==> src/rtl/fft_session_ctrl_pkg.sv <==
// Shared definitions for the FFT session controller: FSM states and mode-to-size helpers.
package fft_session_ctrl_pkg;

    typedef enum logic [1:0] {
        S_IDLE,
        S_LOAD,
        S_COMPUTE,
        S_DRAIN
    } state_t;

    function automatic int mode_size(input int min_size, input int m);
        return min_size << m;
    endfunction

    // The mode index is range-checked first, so an oversized shift never reaches the size compare.
    function automatic logic mode_legal(input int m, input int mode_num,
                                        input int min_size, input int max_size);
        return (m < mode_num) && (mode_size(min_size, m) <= max_size);
    endfunction

endpackage

==> src/rtl/fft_out_buffer.sv <==
// Result drain: issues memory reads in natural order, aligns the 1-cycle read latency
// and presents each sample through a single valid/ready holding register.
module fft_out_buffer #(
    parameter int SW = 8,
    parameter int AW = 4
) (
    input  logic          clk,
    input  logic          rst,
    input  logic          i_en,
    input  logic [AW:0]   i_last_idx,
    input  logic [SW-1:0] i_rdata,
    input  logic          i_ready,
    output logic [AW-1:0] o_rd_addr,
    output logic [SW-1:0] o_data,
    output logic          o_valid,
    output logic          o_last
);

    logic [AW:0]   r_idx;
    logic          r_pend;
    logic          r_pend_last;
    logic          r_vld;
    logic          r_last;
    logic [SW-1:0] r_data;
    logic          w_issue;

    // A new read may go out in the same cycle the held sample leaves, so the slot is free on return.
    assign w_issue   = i_en && !r_pend && (r_idx <= i_last_idx) && (!r_vld || i_ready);
    assign o_rd_addr = r_idx[AW-1:0];
    assign o_valid   = r_vld && i_en;
    assign o_last    = o_valid && r_last;
    assign o_data    = o_valid ? r_data : '0;

    always_ff @(posedge clk or posedge rst) begin
        if (rst) begin
            r_idx       <= '0;
            r_pend      <= 1'b0;
            r_pend_last <= 1'b0;
            r_vld       <= 1'b0;
            r_last      <= 1'b0;
        end else if (!i_en) begin
            r_idx       <= '0;
            r_pend      <= 1'b0;
            r_pend_last <= 1'b0;
            r_vld       <= 1'b0;
            r_last      <= 1'b0;
        end else begin
            r_pend <= w_issue;
            if (w_issue) begin
                r_idx       <= r_idx + 1'b1;
                r_pend_last <= (r_idx == i_last_idx);
            end
            if (r_pend) begin
                r_vld  <= 1'b1;
                r_last <= r_pend_last;
            end else if (r_vld && i_ready) begin
                r_vld  <= 1'b0;
                r_last <= 1'b0;
            end
        end
    end

    always_ff @(posedge clk) begin
        if (r_pend) begin
            r_data <= i_rdata;
        end
    end

endmodule

==> src/rtl/fft_session_ctrl.sv <==
// FFT session controller: mode latch, bit-reversed sample load, engine handoff with
// watchdog, and back-pressured natural-order drain; abort returns to IDLE without reset.
module fft_session_ctrl #(
    parameter  int BIT_WIDTH    = 4,
    parameter  int FFT_MAX_SIZE = 16,
    parameter  int MODE_NUM     = 3,
    parameter  int MIN_SIZE     = 4,
    parameter  int TIMEOUT      = 1023,
    localparam int SW           = 2 * BIT_WIDTH,
    localparam int AW           = $clog2(FFT_MAX_SIZE),
    localparam int MW           = (MODE_NUM > 1) ? $clog2(MODE_NUM) : 1
) (
    input  logic          clk,
    input  logic          rst,
    input  logic [MW-1:0] cfg_mode,
    input  logic          start,
    input  logic          abort,
    input  logic [SW-1:0] in_data,
    input  logic          in_valid,
    output logic          in_ready,
    output logic [SW-1:0] out_data,
    output logic          out_valid,
    input  logic          out_ready,
    output logic          out_last,
    output logic          busy,
    output logic          done,
    output logic          err,
    output logic [MW-1:0] mode,
    output logic          mem_wr_en,
    output logic          mem_bit_rev_en,
    output logic [AW-1:0] mem_addr,
    output logic [SW-1:0] mem_wdata,
    input  logic [SW-1:0] mem_rdata,
    output logic          eng_init,
    input  logic          eng_ready,
    input  logic          eng_wr_en,
    input  logic [AW-1:0] eng_addr,
    input  logic [SW-1:0] eng_wdata
);
    import fft_session_ctrl_pkg::*;

    localparam int WDW    = (TIMEOUT > 1) ? $clog2(TIMEOUT) : 1;
    localparam int WD_LIM = (TIMEOUT > 0) ? TIMEOUT - 1 : 0;

    state_t        r_state;
    logic [AW:0]   r_cnt;
    logic [AW:0]   r_nm1;
    logic [MW-1:0] r_mode;
    logic          r_err;
    logic          r_in_ready;
    logic          r_eng_init;
    logic          r_busy;
    logic [WDW-1:0] r_wdog;

    logic          w_start_ok;
    logic          w_load_acc;
    logic          w_wd_fire;
    logic          w_wd_abort;
    logic          w_last_acc;
    logic          w_to_idle;
    logic [AW-1:0] w_rd_addr;
    logic          w_out_valid;
    logic          w_out_last;

    assign w_start_ok = mode_legal(int'(cfg_mode), MODE_NUM, MIN_SIZE, FFT_MAX_SIZE);
    assign w_load_acc = in_valid && r_in_ready;
    // r_wdog counts COMPUTE cycles already spent; the engine gets TIMEOUT cycles of eng_init.
    assign w_wd_fire  = (TIMEOUT != 0) && (r_wdog == WDW'(WD_LIM));
    assign w_wd_abort = (r_state == S_COMPUTE) && !abort && w_wd_fire;
    assign w_last_acc = (r_state == S_DRAIN) && w_out_valid && out_ready && w_out_last;
    assign w_to_idle  = (r_state != S_IDLE) && (abort || w_wd_abort || w_last_acc);

    assign in_ready  = r_in_ready;
    assign eng_init  = r_eng_init;
    assign busy      = r_busy;
    assign err       = r_err;
    assign mode      = r_mode;
    assign out_valid = w_out_valid;
    assign out_last  = w_out_last;
    assign done      = w_last_acc && !abort;

    always_ff @(posedge clk or posedge rst) begin
        if (rst) begin
            r_state    <= S_IDLE;
            r_cnt      <= '0;
            r_nm1      <= '0;
            r_mode     <= '0;
            r_err      <= 1'b0;
            r_in_ready <= 1'b0;
            r_eng_init <= 1'b0;
            r_busy     <= 1'b0;
            r_wdog     <= '0;
        end else if (w_to_idle) begin
            r_state    <= S_IDLE;
            r_in_ready <= 1'b0;
            r_eng_init <= 1'b0;
            r_busy     <= 1'b0;
            if (w_wd_abort) begin
                r_err <= 1'b1;
            end
        end else begin
            case (r_state)
                S_IDLE: begin
                    if (start && !abort) begin
                        if (w_start_ok) begin
                            r_mode     <= cfg_mode;
                            r_err      <= 1'b0;
                            r_cnt      <= '0;
                            r_nm1      <= (AW+1)'(mode_size(MIN_SIZE, int'(cfg_mode)) - 1);
                            r_state    <= S_LOAD;
                            r_in_ready <= 1'b1;
                            r_busy     <= 1'b1;
                        end else begin
                            r_err <= 1'b1;
                        end
                    end
                end
                S_LOAD: begin
                    if (w_load_acc) begin
                        r_cnt <= r_cnt + 1'b1;
                        if (r_cnt == r_nm1) begin
                            r_state    <= S_COMPUTE;
                            r_in_ready <= 1'b0;
                            r_eng_init <= 1'b1;
                            r_wdog     <= '0;
                        end
                    end
                end
                S_COMPUTE: begin
                    if (eng_ready) begin
                        r_state    <= S_DRAIN;
                        r_eng_init <= 1'b0;
                    end else begin
                        r_wdog <= r_wdog + 1'b1;
                    end
                end
                S_DRAIN: begin
                end
                default: r_state <= S_IDLE;
            endcase
        end
    end

    always_comb begin
        mem_wr_en      = 1'b0;
        mem_bit_rev_en = 1'b0;
        mem_addr       = '0;
        mem_wdata      = '0;
        case (r_state)
            S_LOAD: begin
                mem_wr_en      = w_load_acc;
                mem_bit_rev_en = w_load_acc;
                mem_addr       = r_cnt[AW-1:0];
                mem_wdata      = in_data;
            end
            S_COMPUTE: begin
                mem_wr_en = eng_wr_en;
                mem_addr  = eng_addr;
                mem_wdata = eng_wdata;
            end
            S_DRAIN: mem_addr = w_rd_addr;
            default: ;
        endcase
    end

    fft_out_buffer #(
        .SW (SW),
        .AW (AW)
    ) u_out_buffer (
        .clk        (clk),
        .rst        (rst),
        .i_en       (r_state == S_DRAIN),
        .i_last_idx (r_nm1),
        .i_rdata    (mem_rdata),
        .i_ready    (out_ready),
        .o_rd_addr  (w_rd_addr),
        .o_data     (out_data),
        .o_valid    (w_out_valid),
        .o_last     (w_out_last)
    );

endmodule

==> config.mk <==
export PLATFORM = sky130hd
export DESIGN_NAME = fft_session_ctrl
export DESIGN_NICKNAME = d
export VERILOG_FILES = /design/src/rtl/fft_session_ctrl_pkg.sv /design/src/rtl/fft_out_buffer.sv /design/src/rtl/fft_session_ctrl.sv
export SDC_FILE = /design/constraint.sdc
export NUM_CORES = 1
export LEC_CHECK = 0
export CAP_MARGIN = 5
export CORE_MARGIN = 4
export CORE_UTILIZATION = 41
export DETAILED_ROUTE_END_ITERATION = 8
export GPL_TIMING_DRIVEN = 0
export PLACE_DENSITY_LB_ADDON = 0.1
export SLEW_MARGIN = 20
export SYNTH_ARGS = -nofsm -noshare
export SYNTH_HDL_FRONTEND = slang
export SYNTH_SLANG_ARGS = --single-unit
==> constraint.sdc <==
create_clock -name clk -period 3.1 [get_ports clk]
set_clock_uncertainty 0.15 [all_clocks]
set_input_delay 0.62 -clock clk [delete_from_list [all_inputs] [get_ports clk]]
set_output_delay 0.62 -clock clk [all_outputs]
set_load 0.03 [all_outputs]
==> flow_summary_export.csv <==
group,metric,value,unit
outcome,outcome,"finished, final reports clean",
clock_network,insertion_delay,0.30,ns
detailed_routing,vias,2331,
clock_network,cts_post_setup_buffers_inserted,0,
synthesis,ys.warnings.count,0,
detailed_routing,ant_nets,0,
synthesis,synth_flop_cell,"dfrtp_1",
power,power.share.clock,0.152,
grt,grt-ovfl-total,0,
final_layout,layout_common_cells,"clkdlybuf4s50_1 (49), dfrtp_1 (35), nand2_1 (27)",
die,die_area,7810,sq um
detailed_routing,viasPerCell,5.41,
power,p_per_area,653,nW/um^2
power,combinationalPowerShare,0.503,
setup_path,cp_max_fo,17,
sta,setup_viol_count_final,0,
place,place_inst,425,
setup_path,critPathRequiredTime,2.33,ns
grt,grt_max_degree,22,
clock_network,cts_tree,"done",
die,core,6310,sq um
synthesis,syn-num-nets,330,
sta,max_slew_margin,0.592,
clock_network,path_clk_slew,0.09,ns
final_layout,fillers,593,
power,switching_share,0.425,
power,p_leak,1.69,nW
detailed_routing,routed_wl,6670,um
place,hpwl,5080,um
sta,max_freq,344,MHz
power,p_sw,0.000987,W
clock_network,htreeDepth,2,
grt,grt_pass1_wl,11000,um
setup_path,reg2reg_depth,10,
final_layout,layout-drive-gt1-share,0.116,
die,start_util,0.420,
sta,min_period,2.90,ns
power,seq_power_share,0.345,
job,cap_violations,0,
die,die_w,88.4,um
clock_network,cts_buffer_depth,2,
place,gp_congestion,0.842,
final_layout,diodes,0,
synthesis,seq_area_frac_synth,0.431,
grt,antenna_found_initial,0,
final_layout,finalNonFillerCells,431,
sta,layout_setup_ws,0.196,ns
detailed_routing,wl_per_cell,15.5,um
sta,worst_pin_slew,0.606,ns
place,dp_slack,-0.553,ns
setup_path,worst_setup_path_end_kind,"output port",
synthesis,syn_area,2650,sq um
final_layout,layout_commonest_cell,"clkdlybuf4s50_1",
clock_network,numCtsBuffers,5,
clock_network,root_buffer,"clkbuf_8",
final_layout,layout.nets,404,
setup_path,cp-start-kind,"register",
final_layout,area_delta_synth_final,34.2,%
die,die_h,88.4,um
sta,hold_violations,0,
die,io_pins,69,
hold_path,holdCritPathClass,"reg -> reg",
synthesis,yosysUniqueCellTypes,49,
sta,fin_setup_tns,0,ns
synthesis,async_flop_share,0.818,
sta,min_period_over_period,0.937,
setup_path,worst-setup-path-type,"reg -> out",
power,irDropWorstVdd,0.373,mV
hold_path,hold_depth,1,
synthesis,syn_avg_cell_area,9.49,sq um
clock_network,cts.sinks,44,
grt,grt_pass1_vias,2318,
detailed_routing,drt_pass1_iterations,8,
detailed_routing,drtIter0Drc,112,
synthesis,syn_inst,279,
synthesis,synth_edf_count,8,
sta,rsz0062_at_grt,"true",
power,p_int,0.00134,W
setup_path,arrival,2.13,ns
synthesis,ys_ff_latch,44,
sta,report.final.slew_viol_count,0,
die,rows,29,
place,portBuffers,68,
grt,gr-usage-all-layers,0.178,
detailed_routing,drc,0,
worst paths after layout:
kind	start	end	slack, ns
worst max-delay path	r_state[0]	mem_wr_en	0.20
worst min-delay path	r_wdog[8]	r_wdog[8]	0.33
worst max register to register	r_state[0]	r_wdog[4]	0.41
worst min register to register	r_wdog[8]	r_wdog[8]	0.33
max in group asynchronous	rst	r_state[1]	1.87
min in group asynchronous	rst	r_wdog[0]	0.47
cell families (layout without fill, tap and decap cells):
logic type,after synthesis,in the layout,share of synthesized area
AOI/OAI and AO/OA,76,76,0.191
adders and majority gates,13,13,0.0614
buffers and inverters,28,103,0.0411
DFF,44,44,0.431
and+or+nand+nor,104,104,0.222
muxes,11,11,0.0435
xor gates and xnor gates,3,3,0.00992
area by class of cell:
cell class,count,area [sq um],share of cell area
Buffer,10,57.6,0.0162
Timing Repair Buffer,69,707,0.199
Clock buffer,7,76.3,0.0215
Tap cell,77,96.3,0.0271
Sequential cell,44,1140,0.321
Clock inverter,1,5.00,0.00141
Inverter,16,60.1,0.0169
Multi-Input combinational cell,207,1410,0.397
flip-flops by register name (all words and copies together), names as in the netlist, 2 cells and up:
| register | cells |
|---|---|
| r_wdog | 10 |
| u_out_buffer.r_data | 8 |
| r_cnt | 5 |
| u_out_buffer.r_idx | 5 |
| r_nm1 | 4 |
| mode | 2 |
| r_state | 2 |
per-layer routing:
layer  vias up  share of wire  GRT usage
met3         6          0.080     0.0419
met1      1096           0.45      0.230
met4         0          0.011     0.0522
li1       1163              -          -
met5         -              0          0
met2        66           0.46      0.298
power groups by stage:
stage                     clock [W]  combinational, W  sequential (W)
final                      0.000353           0.00117        0.000802
after global routing       0.000390           0.00130        0.000817
after CTS                  0.000367           0.00117        0.000799
after detailed placement          0           0.00118        0.000809
after global placement            0           0.00117        0.000802
after floorplan                   0          0.000733        0.000841
worst max-delay path, stage by stage (launching register included):
cell           delay, ns
dfrtp_1             0.46
inv_1               0.11
ha_1                0.14
clkbuf_4            0.24
clkbuf_4            0.26
nand2_1             0.06
a21boi_0            0.15
dlygate4sd2_1       0.41
cell usage after synthesis (all sizes together) (9+ instances only):
master	instances	area, sq um
nand2	28	108
a21oi	15	78.8
inv	16	60.1
nor2b	11	68.8
dfrtp	36	901
and3	9	56.3
nor2	9	33.8
nand3	10	50.1
o21ai	17	85.1
a22oi	12	90.1
clkbuf	9	33.8
ha	13	163
through the flow:
stage / hold WS, ns / power (W) / util / area [sq um]
2_1_floorplan: 0.301 / 0.00157 / - / 2650
3_3_place_gp: 0.322 / 0.00197 / 0.543 / 3430
3_5_place_dp: 0.329 / 0.00199 / 0.547 / 3450
4_1_cts: 0.342 / 0.00234 / 0.560 / 3540
5_1_grt: 0.366 / 0.00251 / 0.563 / 3560
6_report: 0.335 / 0.00232 / 0.563 / 3560
repair_timing:
| item | CTS | global route |
|---|---|---|
| setup endpoints to repair | 19 | 17 |
| resized for setup | 27 | 20 |
| hold buffers | 0 | 0 |
Power figures use the tool's default switching activity.
